`src/rtl/muldiv_pkg.sv`:
```
// Shared types and constants for the multiply/divide sequencer.
package muldiv_pkg;

  typedef enum logic [1:0] {
    IDLE = 2'd0,
    MUL  = 2'd1,
    DIV  = 2'd2,
    DONE = 2'd3
  } muldiv_state_e;

  localparam logic OP_MUL = 1'b0;
  localparam logic OP_DIV = 1'b1;

  localparam int unsigned MULDIV_WIDTH = 16;

endpackage

```
`src/rtl/muldiv_step.sv`:
```
// One radix-2 iteration: shift-add multiply or restoring divide on {hi, lo}.
module muldiv_step
  import muldiv_pkg::*;
#(
  parameter int unsigned WIDTH = MULDIV_WIDTH
) (
  input  logic             op,
  input  logic [WIDTH-1:0] hi_in,
  input  logic [WIDTH-1:0] lo_in,
  input  logic [WIDTH-1:0] operand,
  output logic [WIDTH-1:0] hi_out,
  output logic [WIDTH-1:0] lo_out
);

  logic [WIDTH:0]   sum;
  logic [WIDTH:0]   rem_s;
  logic [WIDTH:0]   trial;
  logic [WIDTH-1:0] quo_s;

  always_comb begin
    sum    = '0;
    rem_s  = '0;
    trial  = '0;
    quo_s  = '0;
    hi_out = hi_in;
    lo_out = lo_in;
    if (op == OP_MUL) begin
      sum    = {1'b0, hi_in} + (lo_in[0] ? {1'b0, operand} : '0);
      hi_out = sum[WIDTH:1];
      lo_out = {sum[0], lo_in[WIDTH-1:1]};
    end else begin
      // rem < divisor holds on entry, so a WIDTH+1-bit trial sign is exact.
      rem_s = {hi_in, lo_in[WIDTH-1]};
      quo_s = {lo_in[WIDTH-2:0], 1'b0};
      trial = rem_s - {1'b0, operand};
      if (!trial[WIDTH]) begin
        hi_out = trial[WIDTH-1:0];
        lo_out = quo_s | WIDTH'(1);
      end else begin
        hi_out = rem_s[WIDTH-1:0];
        lo_out = quo_s;
      end
    end
  end

endmodule

```
`src/rtl/muldiv_sequencer.sv`:
```
// Iterative unsigned mul/div sequencer owning Hi/Lo; stalls the pipeline while busy.
module muldiv_sequencer
  import muldiv_pkg::*;
#(
  parameter int unsigned WIDTH = MULDIV_WIDTH,
  parameter int unsigned CNT_W = 5
) (
  input  logic             clk,
  input  logic             rest,
  input  logic             start,
  input  logic             op,
  input  logic [WIDTH-1:0] operand_a,
  input  logic [WIDTH-1:0] operand_b,
  input  logic             abort,
  output logic [WIDTH-1:0] hi,
  output logic [WIDTH-1:0] lo,
  output logic             busy,
  output logic             done,
  output logic             freeze,
  output logic             div_by_zero
);

  localparam logic [CNT_W-1:0] LAST = CNT_W'(WIDTH - 1);

  muldiv_state_e    state_q, state_d;
  logic [CNT_W-1:0] cnt_q, cnt_d;
  logic [WIDTH-1:0] b_q, b_d;
  logic [WIDTH-1:0] wh_q, wh_d;
  logic [WIDTH-1:0] wl_q, wl_d;
  logic [WIDTH-1:0] hi_q, hi_d;
  logic [WIDTH-1:0] lo_q, lo_d;
  logic             dbz_q, dbz_d;
  logic [WIDTH-1:0] step_hi, step_lo;

  muldiv_step #(.WIDTH(WIDTH)) u_step (
    .op      (state_q == DIV ? OP_DIV : OP_MUL),
    .hi_in   (wh_q),
    .lo_in   (wl_q),
    .operand (b_q),
    .hi_out  (step_hi),
    .lo_out  (step_lo)
  );

  always_comb begin
    state_d = state_q;
    cnt_d   = cnt_q;
    b_d     = b_q;
    wh_d    = wh_q;
    wl_d    = wl_q;
    hi_d    = hi_q;
    lo_d    = lo_q;
    dbz_d   = dbz_q;
    unique case (state_q)
      IDLE: begin
        if (start && !abort) begin
          b_d   = operand_b;
          wh_d  = '0;
          wl_d  = operand_a;
          cnt_d = '0;
          dbz_d = 1'b0;
          if (op == OP_DIV && operand_b == '0) begin
            hi_d    = operand_a;
            lo_d    = '1;
            dbz_d   = 1'b1;
            state_d = DONE;
          end else begin
            state_d = (op == OP_DIV) ? DIV : MUL;
          end
        end
      end
      MUL, DIV: begin
        if (abort) begin
          state_d = IDLE;
        end else begin
          wh_d  = step_hi;
          wl_d  = step_lo;
          cnt_d = cnt_q + CNT_W'(1);
          if (cnt_q == LAST) begin
            hi_d    = step_hi;
            lo_d    = step_lo;
            state_d = DONE;
          end
        end
      end
      DONE:    state_d = IDLE;
      default: state_d = IDLE;
    endcase
  end

  always_ff @(posedge clk) begin
    if (rest) begin
      state_q <= IDLE;
      cnt_q   <= '0;
      b_q     <= '0;
      wh_q    <= '0;
      wl_q    <= '0;
      hi_q    <= '0;
      lo_q    <= '0;
      dbz_q   <= 1'b0;
    end else begin
      state_q <= state_d;
      cnt_q   <= cnt_d;
      b_q     <= b_d;
      wh_q    <= wh_d;
      wl_q    <= wl_d;
      hi_q    <= hi_d;
      lo_q    <= lo_d;
      dbz_q   <= dbz_d;
    end
  end

  assign hi          = hi_q;
  assign lo          = lo_q;
  assign div_by_zero = dbz_q;
  assign busy        = (state_q == MUL) || (state_q == DIV);
  assign done        = (state_q == DONE);
  assign freeze      = busy || ((state_q == IDLE) && start && !abort);

endmodule
```
`config.mk`:
```
export PLATFORM = sky130hd
export DESIGN_NAME = muldiv_sequencer
export DESIGN_NICKNAME = d
export VERILOG_FILES = /design/src/rtl/muldiv_pkg.sv /design/src/rtl/muldiv_step.sv /design/src/rtl/muldiv_sequencer.sv
export SDC_FILE = /design/constraint.sdc
export NUM_CORES = 1
export LEC_CHECK = 0
export ABC_AREA = 0
export BUFFER_PORTS_ARGS = -buffer_cell sky130_fd_sc_hd__buf_2
export CAP_MARGIN = 20
export CORE_ASPECT_RATIO = 1.75
export CORE_MARGIN = 10
export CORE_UTILIZATION = 60
export CTS_CLUSTER_DIAMETER = 40
export CTS_CLUSTER_SIZE = 14
export DETAILED_ROUTE_END_ITERATION = 8
export PLACE_DENSITY_LB_ADDON = 0.05
export SYNTH_ARGS = -nofsm -noshare
export SYNTH_HDL_FRONTEND = slang
export SYNTH_SLANG_ARGS = --single-unit
export TNS_END_PERCENT = 10
```
`constraint.sdc`:
```
create_clock -name clk -period 7.94 [get_ports clk]
set_input_delay 1.588 -clock clk [delete_from_list [all_inputs] [get_ports clk]]
set_output_delay 1.588 -clock clk [all_outputs]
set_load 0.01 [all_outputs]
```
==> report_table.html <==
<table>
<tr><th>Metric</th><th>Value</th></tr>
<tr><th colspan="2">Run status</th></tr>
<tr><td>Status</td><td>finished, final reports clean</td></tr>
<tr><th colspan="2">Synth</th></tr>
<tr><td>Warnings, synthesis</td><td>0</td></tr>
<tr><td>Post-synthesis average cell area</td><td>between 7 and 8 um2</td></tr>
<tr><td>Leading register cell type out of synthesis</td><td>sky130_fd_sc_hd__dfxtp_1</td></tr>
<tr><td>Proportion of netlist area held by the largest area contributor</td><td>0.299</td></tr>
<tr><td>Cell taking the most area after synthesis</td><td>sky130_fd_sc_hd__dfxtp_1</td></tr>
<tr><td>Number of nets produced by synthesis</td><td>834</td></tr>
<tr><td>Post-synth EDFFs</td><td>0</td></tr>
<tr><td>FF+latch count, synth</td><td>88</td></tr>
<tr><td>Cell types occupying the most area after synthesis</td><td>sky130_fd_sc_hd__dfxtp_1 30%, sky130_fd_sc_hd__ha_1 8.1%, sky130_fd_sc_hd__a21oi_1 7.1%, sky130_fd_sc_hd__nand2_1 6.8%, sky130_fd_sc_hd__nor2_1 4.8%</td></tr>
<tr><td>Netlist cell types</td><td>65</td></tr>
<tr><td>Most frequent cells after synthesis</td><td>106 x sky130_fd_sc_hd__nand2_1, 88 x sky130_fd_sc_hd__dfxtp_1, 84 x sky130_fd_sc_hd__a21oi_1, 76 x sky130_fd_sc_hd__nor2_1, 38 x sky130_fd_sc_hd__ha_1</td></tr>
<tr><td>Post-synth design cell area</td><td>0.00588 mm2</td></tr>
<tr><td>Gate count after technology mapping</td><td>757</td></tr>
<tr><td>Most numerous cell in the Yosys netlist</td><td>sky130_fd_sc_hd__nand2_1</td></tr>
<tr><td>Proportion of synthesized flip-flops having asynchronous set or reset</td><td>0</td></tr>
<tr><td>Share of synthesized area occupied by flip-flops and latches</td><td>0.299</td></tr>
<tr><th colspan="2">Timing</th></tr>
<tr><td>Final worst-path setup slack</td><td>3670 ps</td></tr>
<tr><td>Slew Viols, Final</td><td>0</td></tr>
<tr><td>Setup tns final</td><td>0 ps</td></tr>
<tr><td>Highest Clock Rate</td><td>around 0.23 GHz</td></tr>
<tr><td>Fraction of the cycle the final worst path needs</td><td>0.537</td></tr>
<tr><td>Final hold violation count</td><td>0</td></tr>
<tr><td>RSZ-0062 raised after global routing</td><td>false</td></tr>
<tr><td>Number of setup violations in the final report</td><td>0</td></tr>
<tr><td>Worst Max-Slew Pin Slew</td><td>~820 ps</td></tr>
<tr><td>Max_slew headroom</td><td>0.456</td></tr>
<tr><td>Min cycle time layout</td><td>4270 ps</td></tr>
<tr><td>Clock skew after layout</td><td>between 5 and 6 ps</td></tr>
<tr><th colspan="2">Global routing</th></tr>
<tr><td>Total congestion overflow after global routing</td><td>0</td></tr>
<tr><td>Number of global-route vias before repair</td><td>~5700</td></tr>
<tr><td>Maximum number of pins on one net before global-route repair</td><td>approximately 80</td></tr>
<tr><td>Global-route wire length before repair</td><td>27800 um</td></tr>
<tr><td>Initial antenna violation count</td><td>0</td></tr>
<tr><td>Overall routing resource usage</td><td>0.243</td></tr>
<tr><th colspan="2">Route</th></tr>
<tr><td>Via total after detailed routing</td><td>5807</td></tr>
<tr><td>Number of remaining DRC errors</td><td>0</td></tr>
<tr><td>Aggregate routed wire length</td><td>17300 um</td></tr>
<tr><td>Uppermost routed layer</td><td>met4</td></tr>
<tr><td>Number of vias per cell after detailed routing</td><td>roughly 6.3</td></tr>
<tr><td>Router iterations before antenna repair</td><td>5</td></tr>
<tr><td>Routed len/inst</td><td>18.7 um</td></tr>
<tr><td>Routed length on met1</td><td>6600 um</td></tr>
<tr><td>WL met2</td><td>9290 um</td></tr>
<tr><td>1st-iter DRT viols</td><td>about 360</td></tr>
<tr><td>Routed met3 length</td><td>788 um</td></tr>
<tr><td>Remaining antenna violation count</td><td>0</td></tr>
<tr><th colspan="2">Final layout</th></tr>
<tr><td>Final instance area</td><td>0.00659 mm2</td></tr>
<tr><td>Area growth from synthesis to layout</td><td>12.0%</td></tr>
<tr><td>Proportion of layout cells with a drive suffix above 1</td><td>0.150</td></tr>
<tr><td>Nets</td><td>879</td></tr>
<tr><td>Final cell count without fillers</td><td>929</td></tr>
<tr><td>Number of antenna diodes</td><td>0</td></tr>
<tr><td>FILL cells</td><td>825</td></tr>
<tr><th colspan="2">Power and ir drop</th></tr>
<tr><td>Power share of the sequential group</td><td>0.266</td></tr>
<tr><td>Clk network pwr share</td><td>0.223</td></tr>
<tr><td>Power Total</td><td>2.34 mW</td></tr>
<tr><td>Power density over the cells</td><td>355 mW/mm2</td></tr>
<tr><td>IR Drop Worst-Case VDD</td><td>roughly 600 uV</td></tr>
<tr><td>Net switching share of the total power</td><td>0.441</td></tr>
<tr><td>Static leakage</td><td>between 2 and 3 nW</td></tr>
<tr><td>Part of the power in combinational logic</td><td>0.511</td></tr>
<tr><td>Internal power</td><td>1.31 mW</td></tr>
<tr><td>Switching Power</td><td>1.03 mW</td></tr>
<tr><th colspan="2">Floorplan</th></tr>
<tr><td>Floorplan row count</td><td>47</td></tr>
<tr><td>Starting density of the core</td><td>0.618</td></tr>
<tr><td>Floorplan die area</td><td>0.0143 mm2</td></tr>
<tr><td>Overall die height</td><td>151 um</td></tr>
<tr><td>Core ar.</td><td>0.00953 mm2</td></tr>
<tr><td>Boundary Pins</td><td>between 70 and 80</td></tr>
<tr><td>Die Span X</td><td>94.9 um</td></tr>
<tr><th colspan="2">Placed design</th></tr>
<tr><td>Final weighted congestion of routability-driven global placement</td><td>0.922</td></tr>
<tr><td>Final HPWL DP</td><td>between 10000 and 15000 um</td></tr>
<tr><td>Pre-CTS worst setup slack</td><td>3410 ps</td></tr>
<tr><td>Placed standard-cell area</td><td>0.00622 mm2</td></tr>
<tr><td>Buffers added on ports</td><td>72</td></tr>
<tr><td>Cell Count Post-Placement</td><td>between 900 and 1000</td></tr>
<tr><th colspan="2">Run</th></tr>
<tr><td>Number of max-cap violations</td><td>0</td></tr>
<tr><th colspan="2">Hold path</th></tr>
<tr><td>Type of the worst min-delay path</td><td>reg2reg</td></tr>
<tr><td>Beginning of the worst hold path</td><td>wl_q[1]</td></tr>
<tr><th colspan="2">Critical path</th></tr>
<tr><td>Required time at the worst-slack endpoint</td><td>roughly 8000 ps</td></tr>
<tr><td>Reg2Reg Launch Point</td><td>wl_q[15]</td></tr>
<tr><td>Worst setup startpoint</td><td>wl_q[15]</td></tr>
<tr><td>Startpoint type of the worst setup path</td><td>register</td></tr>
<tr><td>Worst-path cell with the longest stage delay</td><td>sky130_fd_sc_hd__mux2i_4</td></tr>
<tr><td>Maximum single-stage delay on the critical path</td><td>about 660 ps</td></tr>
<tr><td>Worst setup path class</td><td>reg2reg</td></tr>
<tr><td>Critical path, cell by cell</td><td>inv_1, ha_1, inv_1, fa_1, a211oi_1, o21ai_0, a221oi_2, a211oi_4, mux2i_4, mux2_2, a2111oi_2, nor4_1</td></tr>
<tr><td>Crit-path most repeated cell</td><td>sky130_fd_sc_hd__inv_1</td></tr>
<tr><td>Crit path max fanout</td><td>19</td></tr>
<tr><td>Signal arrival time at the worst endpoint</td><td>roughly 4500 ps</td></tr>
<tr><td>Capturing element type of the critical path</td><td>register</td></tr>
<tr><th colspan="2">Clock network</th></tr>
<tr><td>Number of buffers between clock root and the deepest sink</td><td>2</td></tr>
<tr><td>Clock latency on the worst-skew pair</td><td>340 ps</td></tr>
<tr><td>Post-CTS Setup Inserts</td><td>0</td></tr>
<tr><td>Clock slew at reported path FFs</td><td>roughly 60 ps</td></tr>
<tr><td>H-tree level count</td><td>3</td></tr>
<tr><td>Hold-fix buffers, CTS</td><td>0</td></tr>
<tr><td>Clock tree from TritonCTS</td><td>done</td></tr>
<tr><td>Clock buffers created by TritonCTS</td><td>9</td></tr>
<tr><td>Buffer cell driving the clock tree root</td><td>sky130_fd_sc_hd__clkbuf_16</td></tr>
<tr><td>CTS resizes</td><td>0</td></tr>
<tr><td>Clock Sink Count</td><td>88</td></tr>
</table>
-- flip-flops by register name, indices dropped and copies added, names as in the netlist --
name / count
b_q: 16
cnt_q: 5
div_by_zero: 1
hi: 16
lo: 16
state_q: 2
wh_q: 16
wl_q: 16
-- stage by stage --
| step | utilization | hold WS [ps] |
|---|---|---|
| after CTS | 0.691 | 466 |
| after floorplan | - | 440 |
| final | 0.691 | 473 |
| after global placement | 0.652 | 458 |
| after global routing | 0.691 | 499 |
| after detailed placement | 0.653 | 465 |
-- cell usage in the layout, fill, tap and decap left out, types with 11 or more instances in the layout --
| cell type | count |
|---|---|
| sky130_fd_sc_hd__dfxtp_1 | 88 |
| sky130_fd_sc_hd__nor3_1 | 32 |
| sky130_fd_sc_hd__o21ai_0 | 34 |
| sky130_fd_sc_hd__a21oi_1 | 84 |
| sky130_fd_sc_hd__ha_1 | 37 |
| sky130_fd_sc_hd__o211ai_1 | 26 |
| sky130_fd_sc_hd__a211oi_1 | 11 |
| sky130_fd_sc_hd__buf_2 | 72 |
| sky130_fd_sc_hd__nor2_1 | 75 |
| sky130_fd_sc_hd__a21o_1 | 11 |
| sky130_fd_sc_hd__nand2_1 | 106 |
| sky130_fd_sc_hd__mux2i_1 | 19 |
| sky130_fd_sc_hd__nor4_1 | 11 |
| sky130_fd_sc_hd__and2_1 | 16 |
| sky130_fd_sc_hd__xor2_1 | 13 |
| sky130_fd_sc_hd__inv_1 | 27 |
| sky130_fd_sc_hd__nand3_1 | 13 |
-- path summary, 6_finish.rpt --
kind         slack, ps  cells past startpoint      end
min reg2reg        470                      2  wl_q[1]
min                470                      2  wl_q[1]
max reg2reg       3670                     12    hi[9]
max               3670                     12    hi[9]
-- critical path: cells and delay by family (launching register included) --
family          cells  cell delay [ps]
compound gates      5             1740
simple gates        1               90
flops               1              350
fa+ha+maj           2              630
mux                 2             1120
buf+inv             2              160
-- logic make-up (layout without fill, tap and decap cells) --
logic type | count (synthesis) | count (layout) | synth area share
AND/OR/NAND/NOR | 281 | 281 | 0.214
AO/OA/AOI/OAI | 226 | 226 | 0.255
flip-flops | 88 | 88 | 0.299
buffers and inverters | 72 | 122 | 0.0587
adder cells (fa/ha/maj) | 40 | 40 | 0.0876
multiplexers | 29 | 29 | 0.0534
XOR/XNOR | 21 | 21 | 0.0313
-- cell type report --
cell class	count	area, um2	share of cell area
clock buffer	11	243	0.0368
clock inverter	5	128	0.0194
inverter	27	101	0.0154
multi-input combinational	597	3790	0.575
sequential	88	1760	0.267
tap	122	153	0.0232
timing repair buffer	79	413	0.0627
-- power by group through the flow --
stage	clock (mW)	combinational [mW]	sequential (mW)
after CTS	0.525	1.19	0.618
after detailed placement	0	1.18	0.626
final	0.523	1.19	0.621
after global routing	0.540	1.31	0.629
after global placement	0	1.15	0.625
after floorplan	0	0.895	0.618
-- routing by layer --
layer | vias to the layer above | track usage
li1 | 2813 | -
met1 | 2779 | 0.258
met2 | 179 | 0.450
met3 | 36 | 0.0411
met4 | 0 | 0.108
met5 | - | 0
Note: power is estimated with default switching activity, not from simulation.
